==> src/rtl/gp_reg_file_32x32_if.sv <==
// Decode/writeback-facing bus of the general-purpose register file.
// The master drives the indices and write data, and the slave returns the two read values.
interface gp_reg_file_32x32_if #(
    parameter int DATA_W   = 32,
    parameter int NUM_REGS = 32
);
    localparam int IDX_W = $clog2(NUM_REGS);

    logic              wr_en;
    logic [IDX_W-1:0]  rd_reg_index_1;
    logic [IDX_W-1:0]  rd_reg_index_2;
    logic [IDX_W-1:0]  wr_reg_index;
    logic [DATA_W-1:0] wr_reg_data;
    logic [DATA_W-1:0] reg_data_1;
    logic [DATA_W-1:0] reg_data_2;

    modport master (
        output wr_en, rd_reg_index_1, rd_reg_index_2, wr_reg_index, wr_reg_data,
        input  reg_data_1, reg_data_2
    );

    modport slave (
        input  wr_en, rd_reg_index_1, rd_reg_index_2, wr_reg_index, wr_reg_data,
        output reg_data_1, reg_data_2
    );
endinterface

==> src/rtl/gp_reg_file_32x32.sv <==
// 32x32 integer register file: two combinational read ports and one clocked write port.
// Register 0 is hardwired to zero.
module gp_reg_file_32x32 #(
    parameter int DATA_W   = 32,
    parameter int NUM_REGS = 32
) (
    input  logic               clk,
    input  logic               rst,
    gp_reg_file_32x32_if.slave bus
);
    localparam int IDX_W = $clog2(NUM_REGS);

    // Index 0 has no storage at all, so it reads 0 even before the first reset.
    logic [DATA_W-1:0] r_regs [1:NUM_REGS-1];
    logic [DATA_W-1:0] w_rd_data_1;
    logic [DATA_W-1:0] w_rd_data_2;

    always_ff @(posedge clk) begin
        for (int k = 1; k < NUM_REGS; k++) begin
            if (rst) begin
                r_regs[k] <= '0;
            end else if (bus.wr_en && (bus.wr_reg_index == IDX_W'(k))) begin
                r_regs[k] <= bus.wr_reg_data;
            end
        end
    end

    // Read muxes see only the stored state, so a pending write is not forwarded.
    always_comb begin
        w_rd_data_1 = '0;
        w_rd_data_2 = '0;
        for (int k = 1; k < NUM_REGS; k++) begin
            if (bus.rd_reg_index_1 == IDX_W'(k)) begin
                w_rd_data_1 = r_regs[k];
            end
            if (bus.rd_reg_index_2 == IDX_W'(k)) begin
                w_rd_data_2 = r_regs[k];
            end
        end
    end

    assign bus.reg_data_1 = w_rd_data_1;
    assign bus.reg_data_2 = w_rd_data_2;
endmodule

==> src/flat_wrapper.sv <==
// flat-port wrapper written by rule: the top's interface ports become plain ports
module gp_reg_file_32x32_flat 
#(
    parameter int DATA_W   = 32,
    parameter int NUM_REGS = 32
)
  (clk, rst, bus_wr_en, bus_rd_reg_index_1, bus_rd_reg_index_2, bus_wr_reg_index, bus_wr_reg_data, bus_reg_data_1, bus_reg_data_2);
  gp_reg_file_32x32_if #(.DATA_W(DATA_W), .NUM_REGS(NUM_REGS)) bus_i ();
  input  logic clk;
  input  logic rst;
  input wire logic [$bits(bus_i.wr_en)-1:0] bus_wr_en;
  input wire logic [$bits(bus_i.rd_reg_index_1)-1:0] bus_rd_reg_index_1;
  input wire logic [$bits(bus_i.rd_reg_index_2)-1:0] bus_rd_reg_index_2;
  input wire logic [$bits(bus_i.wr_reg_index)-1:0] bus_wr_reg_index;
  input wire logic [$bits(bus_i.wr_reg_data)-1:0] bus_wr_reg_data;
  output wire logic [$bits(bus_i.reg_data_1)-1:0] bus_reg_data_1;
  output wire logic [$bits(bus_i.reg_data_2)-1:0] bus_reg_data_2;
  assign bus_i.wr_en = bus_wr_en;
  assign bus_i.rd_reg_index_1 = bus_rd_reg_index_1;
  assign bus_i.rd_reg_index_2 = bus_rd_reg_index_2;
  assign bus_i.wr_reg_index = bus_wr_reg_index;
  assign bus_i.wr_reg_data = bus_wr_reg_data;
  assign bus_reg_data_1 = bus_i.reg_data_1;
  assign bus_reg_data_2 = bus_i.reg_data_2;
  gp_reg_file_32x32 #(.DATA_W(DATA_W), .NUM_REGS(NUM_REGS)) u_core (.clk(clk), .rst(rst), .bus(bus_i));
endmodule
==> config.mk <==
export PLATFORM = sky130hd
export DESIGN_NAME = gp_reg_file_32x32_flat
export DESIGN_NICKNAME = d
export VERILOG_FILES = /design/src/rtl/gp_reg_file_32x32_if.sv /design/src/rtl/gp_reg_file_32x32.sv /design/src/flat_wrapper.sv
export SDC_FILE = /design/constraint.sdc
export NUM_CORES = 2
export LEC_CHECK = 0
export CAP_MARGIN = 5
export CELL_PAD_IN_SITES_DETAIL_PLACEMENT = 1
export CELL_PAD_IN_SITES_GLOBAL_PLACEMENT = 1
export CORE_UTILIZATION = 40
export DETAILED_ROUTE_END_ITERATION = 10
export PLACE_DENSITY_LB_ADDON = 0.12
export SLEW_MARGIN = 20
export SYNTH_ARGS = -nofsm -noshare
export SYNTH_HDL_FRONTEND = slang
export SYNTH_SLANG_ARGS = --single-unit
==> constraint.sdc <==
create_clock -name clk -period 3.5 [get_ports clk]
set_input_delay 0.35 -clock clk [delete_from_list [all_inputs] [get_ports clk]]
set_output_delay 0.35 -clock clk [all_outputs]
set_load 0.03 [all_outputs]
After elaboration in Yosys (flattened, before gate mapping). Memory sizes are Yosys's and may differ from the RTL's. Cells that the tools add are included.

Register bits after elaboration: 0. Memory bits (writable): 992. Bits of input ports: 50. Output and inout port bits: 64. Logic and storage cells: 344. Memories: 1.

Memory list: u_core.r_regs (depth 31, width 32, rd ports 31, clocked after Yosys merged registers in 0, wr ports 31, line gp_reg_file_32x32.sv:14) `logic [DATA_W-1:0] r_regs [1:NUM_REGS-1];`.

Equality and inequality tests: 93. Mux-type cells: 188. Bitwise operators: 31. Reduce and logical (&&, ||, !) cells: 31.

Operator list (number): $mux 32 (93); $eq 5x5->1 const B (48); $eq 5x4->1 const B (24); $mux 1 (95); $eq 5x3->1 const B (12); $logic_and 1x1->1 (31); $or 1x1->1 (31); $eq 5x2->1 const B (6); $eq 5x1->1 const B (3).

Logic depth before layout (Yosys ltp).
Depth after elaboration: 32. Gate-level depth with buffers: 12. Mapped depth without buffers: 7.

Worst setup path before layout. Ideal clock, no wire load.

Path type: input -> output. Start: input port bus_rd_reg_index_1[2]. End: output port bus_reg_data_1[18]. Arrival: 3.082 ns. Required time: 3.150 ns. Slack: 0.068 ns. Cell stages on the path: 9. Path buffers: 3. Cell sequence: buf_4 -> or3b_1 -> buf_2 -> nor2_2 -> buf_2 -> nand2_1 -> o2111ai_1 -> a21oi_1 -> a2111oi_0.

Cells in the longest elaborated chain, start to end: 32. Elaborated cells between the ends (all ways): 62. Classes of those cells: 31 x eq/ne; 31 x mux.

Ends and longest elaborated chain: start, declared (line flat_wrapper.sv:12) `input wire logic [$bits(bus_i.rd_reg_index_1)-1:0] bus_rd_reg_index_1;`; $eq 5x1->1 (line gp_reg_file_32x32.sv:33) `if (bus.rd_reg_index_1 == IDX_W'(k)) begin`; $mux 32 (30 in a row) (line gp_reg_file_32x32.sv:33); $mux 32 * (line gp_reg_file_32x32.sv:33); end, declared (line flat_wrapper.sv:16) `output wire logic [$bits(bus_i.reg_data_1)-1:0] bus_reg_data_1;`.

Every way passes the cells marked *; elsewhere a longest branch is shown, timed or not.

Final worst setup path.
Start: input port bus_rd_reg_index_1[0]. End: output port bus_reg_data_1[17].

Same word-level chain as after synthesis.

==> key figures <==
Synthesis
  • Post-Synthesis Cells: 5326
  • Biggest area contributors in the synthesized netlist: sky130_fd_sc_hd__edfxtp_1 (54%), sky130_fd_sc_hd__and2_1 (11%), sky130_fd_sc_hd__o21ai_0 (3.5%)
  • Area share of the leading cell type in the synthesized netlist: 53.8%
  • Synth Flop Type: sky130_fd_sc_hd__edfxtp_1
  • Post-synthesis net count: 5376
  • #FFs+latches synth: approximately 990
  • Share of async-settable or async-resettable flops after synthesis: 0%
  • Mapped Avg Cell Area: ~10 µm²
  • Post-synth EDFFs: 992
  • Post-synth cell types: between 90 and 100
  • Netlist area before placement: ~0.055 mm²
  • Synth Warn #: 0
  • Top cell type by total area after synthesis: sky130_fd_sc_hd__edfxtp_1
  • Sequential share of the synthesized area: between 50 and 60%

Place
  • Number of placed instances with taps included: between 7000 and 8000
  • Final weighted congestion of routability-driven global placement: between 1 and 1.5
  • Port Buffer Count: approximately 110
  • Worst setup slack before clock tree synthesis: -479 ps
  • DP Wirelength: approximately 260000 µm

Clock tree
  • TritonCTS clock tree: done
  • Clk sink count: slightly below 1000
  • Post-cts hold buffer count: 0
  • Maximum level of the CTS H-tree: 3
  • Max Buffers Root-to-Sink: 3
  • Clk Tree Root Cell: sky130_fd_sc_hd__clkbuf_16
  • Clock slew at the register clock pins of the worst setup and hold paths: 60 ps
  • Number of buffers created by CTS: 117

Critical path
  • Worst path most repeated cell: sky130_fd_sc_hd__buf_4
  • Cells traversed along the worst timing path: buf_12 > nand2b_2 > buf_4 > buf_4 > o22ai_1 > a21oi_1 > nor2_1 > nor2_1 > o311ai_2 > buf_4 > a21oi_1 > buf_4
  • Required time of the critical path: between 3000 and 4000 ps
  • Critical Path Start Type: input pin
  • Crit Path Class: input pin to primary output
  • Maximum single-stage delay on the critical path: ~640 ps
  • Arrival time of data at the critical path endpoint: 3300 ps
  • Crit end category: primary output
  • Critical-path top delay cell: sky130_fd_sc_hd__nor2_1
  • Worst Path Max Fanout: 24

Layout
  • Non-Filler Instances: roughly 8000
  • Share of cells above drive strength 1: between 20% and 30%
  • Most used cells in the layout excluding fill and tap cells: sky130_fd_sc_hd__and2_1 (998), sky130_fd_sc_hd__edfxtp_1 (992), sky130_fd_sc_hd__buf_4 (830), sky130_fd_sc_hd__o21ai_0 (371), sky130_fd_sc_hd__a21oi_1 (325)
  • Regs by FF count: u_core.r_regs x992
  • Max FFs per register: between 900 and 1000
  • Signed area change from the synthesized netlist to the final layout: 27.5%
  • Fin nets: 6036
  • Number of inserted filler cells in the final layout: 14700
  • Most common library cell in the layout ignoring fill and taps: sky130_fd_sc_hd__and2_1
  • Register ranked first by flip-flop count: u_core.r_regs

Floorplan
  • Starting utilization of the core area: 40.3%
  • Boundary pin count: between 100 and 150
  • Horizontal die dimension: ~370 µm
  • Placeable core region: approximately 0.14 mm²
  • Overall die area: between 0.1 and 0.15 mm²
  • Die Height: between 300 and 400 µm
  • Floorplan row count: 136

Pwr
  • Proportion of power drawn by flip-flops and latches: between 40 and 50%
  • Switching fraction of total power: a little under a third
  • Cell Pwr Density: about 470 mW/mm²
  • Cell internal pwr: approximately 0.023 W
  • P_sw: between 0.01 and 0.015 W
  • Fraction of power consumed by combinational cells: 18.0%
  • Part of the total power dissipated in the clock network: between 30% and 40%
  • Leakage: approximately 26 nW
  • Worst voltage drop across the vdd grid: roughly 0.46 mV

Global routing
  • Initial antenna violation count: 32
  • Total congestion overflow: 0
  • Aggregate global-route resource usage: between 40% and 50%
  • Wire length of the first global-routing pass: ~470000 µm
  • Pin count of the biggest net entering global routing: 47
  • Number of global-route vias before repair: between 50000 and 60000

Timing
  • Final setup vio count: 20
  • Worst Tran Pin Value: 1150 ps
  • Number of slew-limit violations in the final report: 0
  • Post-layout min period: 3650 ps
  • Final Cycle Share: 104%
  • Rel. slew slack: roughly a quarter
  • Final count of hold timing violations: 0
  • Highest clock rate: about 0.27 GHz
  • Unrepaired setup endpoints after global routing: yes
  • Slack of the critical path: -155 ps

Routing
  • Vias per cell: between 7 and 8
  • Remaining antenna violation count after routing: 0
  • WL/cell: approximately 45 µm
  • Number of design-rule violations left by the first detailed-router iteration: between 10000 and 15000
  • 1st-pass router iterations: 7
  • Overall via count from detail_route: 56000
  • Final wirelength: about 350000 µm
  • Number of remaining DRC errors: 0

Hold path
  • Type of the most critical hold path: input pin to register

Status
  • Violations in the final reports: negative setup slack
  • Outcome: complete, but fails checks

Run
  • # Max-Cap Violations: 0
power groups by stage:
| stage | clock network [W] | logic [W] | registers, W |
|---|---|---|---|
| floorplan | 0 | 0.00207 | 0.0142 |
| global placement | 0 | 0.00551 | 0.0145 |
| detailed placement | 0 | 0.00554 | 0.0145 |
| CTS | 0.0129 | 0.00566 | 0.0143 |
| global route | 0.0132 | 0.00592 | 0.0144 |
| finish | 0.0129 | 0.00597 | 0.0144 |
cell usage after synthesis (11+ instances only):
library cell and count:
sky130_fd_sc_hd__a21o_1 18, sky130_fd_sc_hd__nand2_1 306, sky130_fd_sc_hd__a31oi_1 46, sky130_fd_sc_hd__o2bb2ai_1 25
sky130_fd_sc_hd__buf_4 31, sky130_fd_sc_hd__mux2i_1 101, sky130_fd_sc_hd__nand4_1 24, sky130_fd_sc_hd__edfxtp_1 992
sky130_fd_sc_hd__nor2b_1 43, sky130_fd_sc_hd__o21ai_0 384, sky130_fd_sc_hd__o21a_1 15, sky130_fd_sc_hd__o22a_1 11
sky130_fd_sc_hd__buf_1 15, sky130_fd_sc_hd__a2111oi_0 12, sky130_fd_sc_hd__a221o_1 20, sky130_fd_sc_hd__o2111ai_1 19
sky130_fd_sc_hd__and3_1 17, sky130_fd_sc_hd__o221ai_1 73, sky130_fd_sc_hd__a211oi_1 38, sky130_fd_sc_hd__a221oi_1 80
sky130_fd_sc_hd__o21ai_1 15, sky130_fd_sc_hd__o21bai_1 22, sky130_fd_sc_hd__or3_1 15, sky130_fd_sc_hd__a32oi_1 12
sky130_fd_sc_hd__nor3_1 71, sky130_fd_sc_hd__clkbuf_1 312, sky130_fd_sc_hd__inv_1 20, sky130_fd_sc_hd__and2_1 1000
sky130_fd_sc_hd__o211ai_1 27, sky130_fd_sc_hd__nand2b_1 32, sky130_fd_sc_hd__nand3_1 70, sky130_fd_sc_hd__mux2_2 31
sky130_fd_sc_hd__a222oi_1 35, sky130_fd_sc_hd__a22oi_1 110, sky130_fd_sc_hd__nor2_1 328, sky130_fd_sc_hd__a22o_1 33
sky130_fd_sc_hd__a21oi_1 338, sky130_fd_sc_hd__o22ai_1 224, sky130_fd_sc_hd__buf_2 158
critical path: cells and delay by family:
family	cells	cell delay (ps)
buffers and inverters	5	1160
and+or+nand+nor	3	990
AOI/OAI and AO/OA	4	750
metal layers:
layer | wire [µm] | GRT usage, % | up-vias
met4 | 26800 | 30.6 | 24
met2 | 144000 | 68.9 | 4944
met3 | 47800 | 14.3 | 1058
met5 | 168 | 0 | -
met1 | 135000 | 66.2 | 28700
li1 | - | - | 21300
final timing paths:
check | startpoint | endpoint | slack (ps) | depth (start not counted)
setup / recovery | bus_rd_reg_index_1[0] | bus_reg_data_1[17] | -150 | 12
hold / removal | bus_wr_reg_data[24] | u_core.r_regs[0][408] | 330 | 2
cell type report:
| type | instances | area (µm²) | share of cell area [%] |
|---|---|---|---|
| Antenna cell | 13 | 32.5 | 0.0460 |
| Clock buffer | 133 | 3030 | 4.29 |
| Clock inverter | 84 | 866 | 1.23 |
| Inverter | 22 | 86.3 | 0.122 |
| Multi-Input combinational cell | 3788 | 24300 | 34.4 |
| Sequential cell | 992 | 29800 | 42.2 |
| Tap cell | 1794 | 2240 | 3.18 |
| Timing Repair Buffer | 1065 | 10300 | 14.6 |
metrics by stage:
step | power, W | hold slack [ps] | instance area [µm²] | util [%] | setup TNS (ps)
6_report | 0.0332 | 327 | 70600 | 51.4 | -948
5_1_grt | 0.0335 | 333 | 70600 | 51.4 | -181
4_1_cts | 0.0328 | 297 | 70300 | 51.1 | -12.6
3_5_place_dp | 0.0201 | 1020 | 65900 | 47.9 | -6390
3_3_place_gp | 0.0200 | 1030 | 65900 | 47.9 | -6450
2_1_floorplan | 0.0163 | 548 | 55400 | - | 0
what timing repair did:
| action | in CTS | in global routing |
|---|---|---|
| setup buffers | 7 | 8 |
| setup endpoints to repair | 48 | 43 |
| endpoints found under the hold margin | 0 | 0 |
| pin swaps | 20 | 18 |
| resized for setup | 112 | 64 |
kinds of logic after synthesis:
| family | Yosys count | synth area share, % |
|---|---|---|
| DFF | 992 | 53.8 |
| muxes | 135 | 2.58 |
| and+or+nand+nor | 2015 | 19.9 |
| AOI/OAI and AO/OA | 1638 | 19.3 |
| buffers and inverters | 546 | 4.36 |
Power figures use the tool's default switching activity.
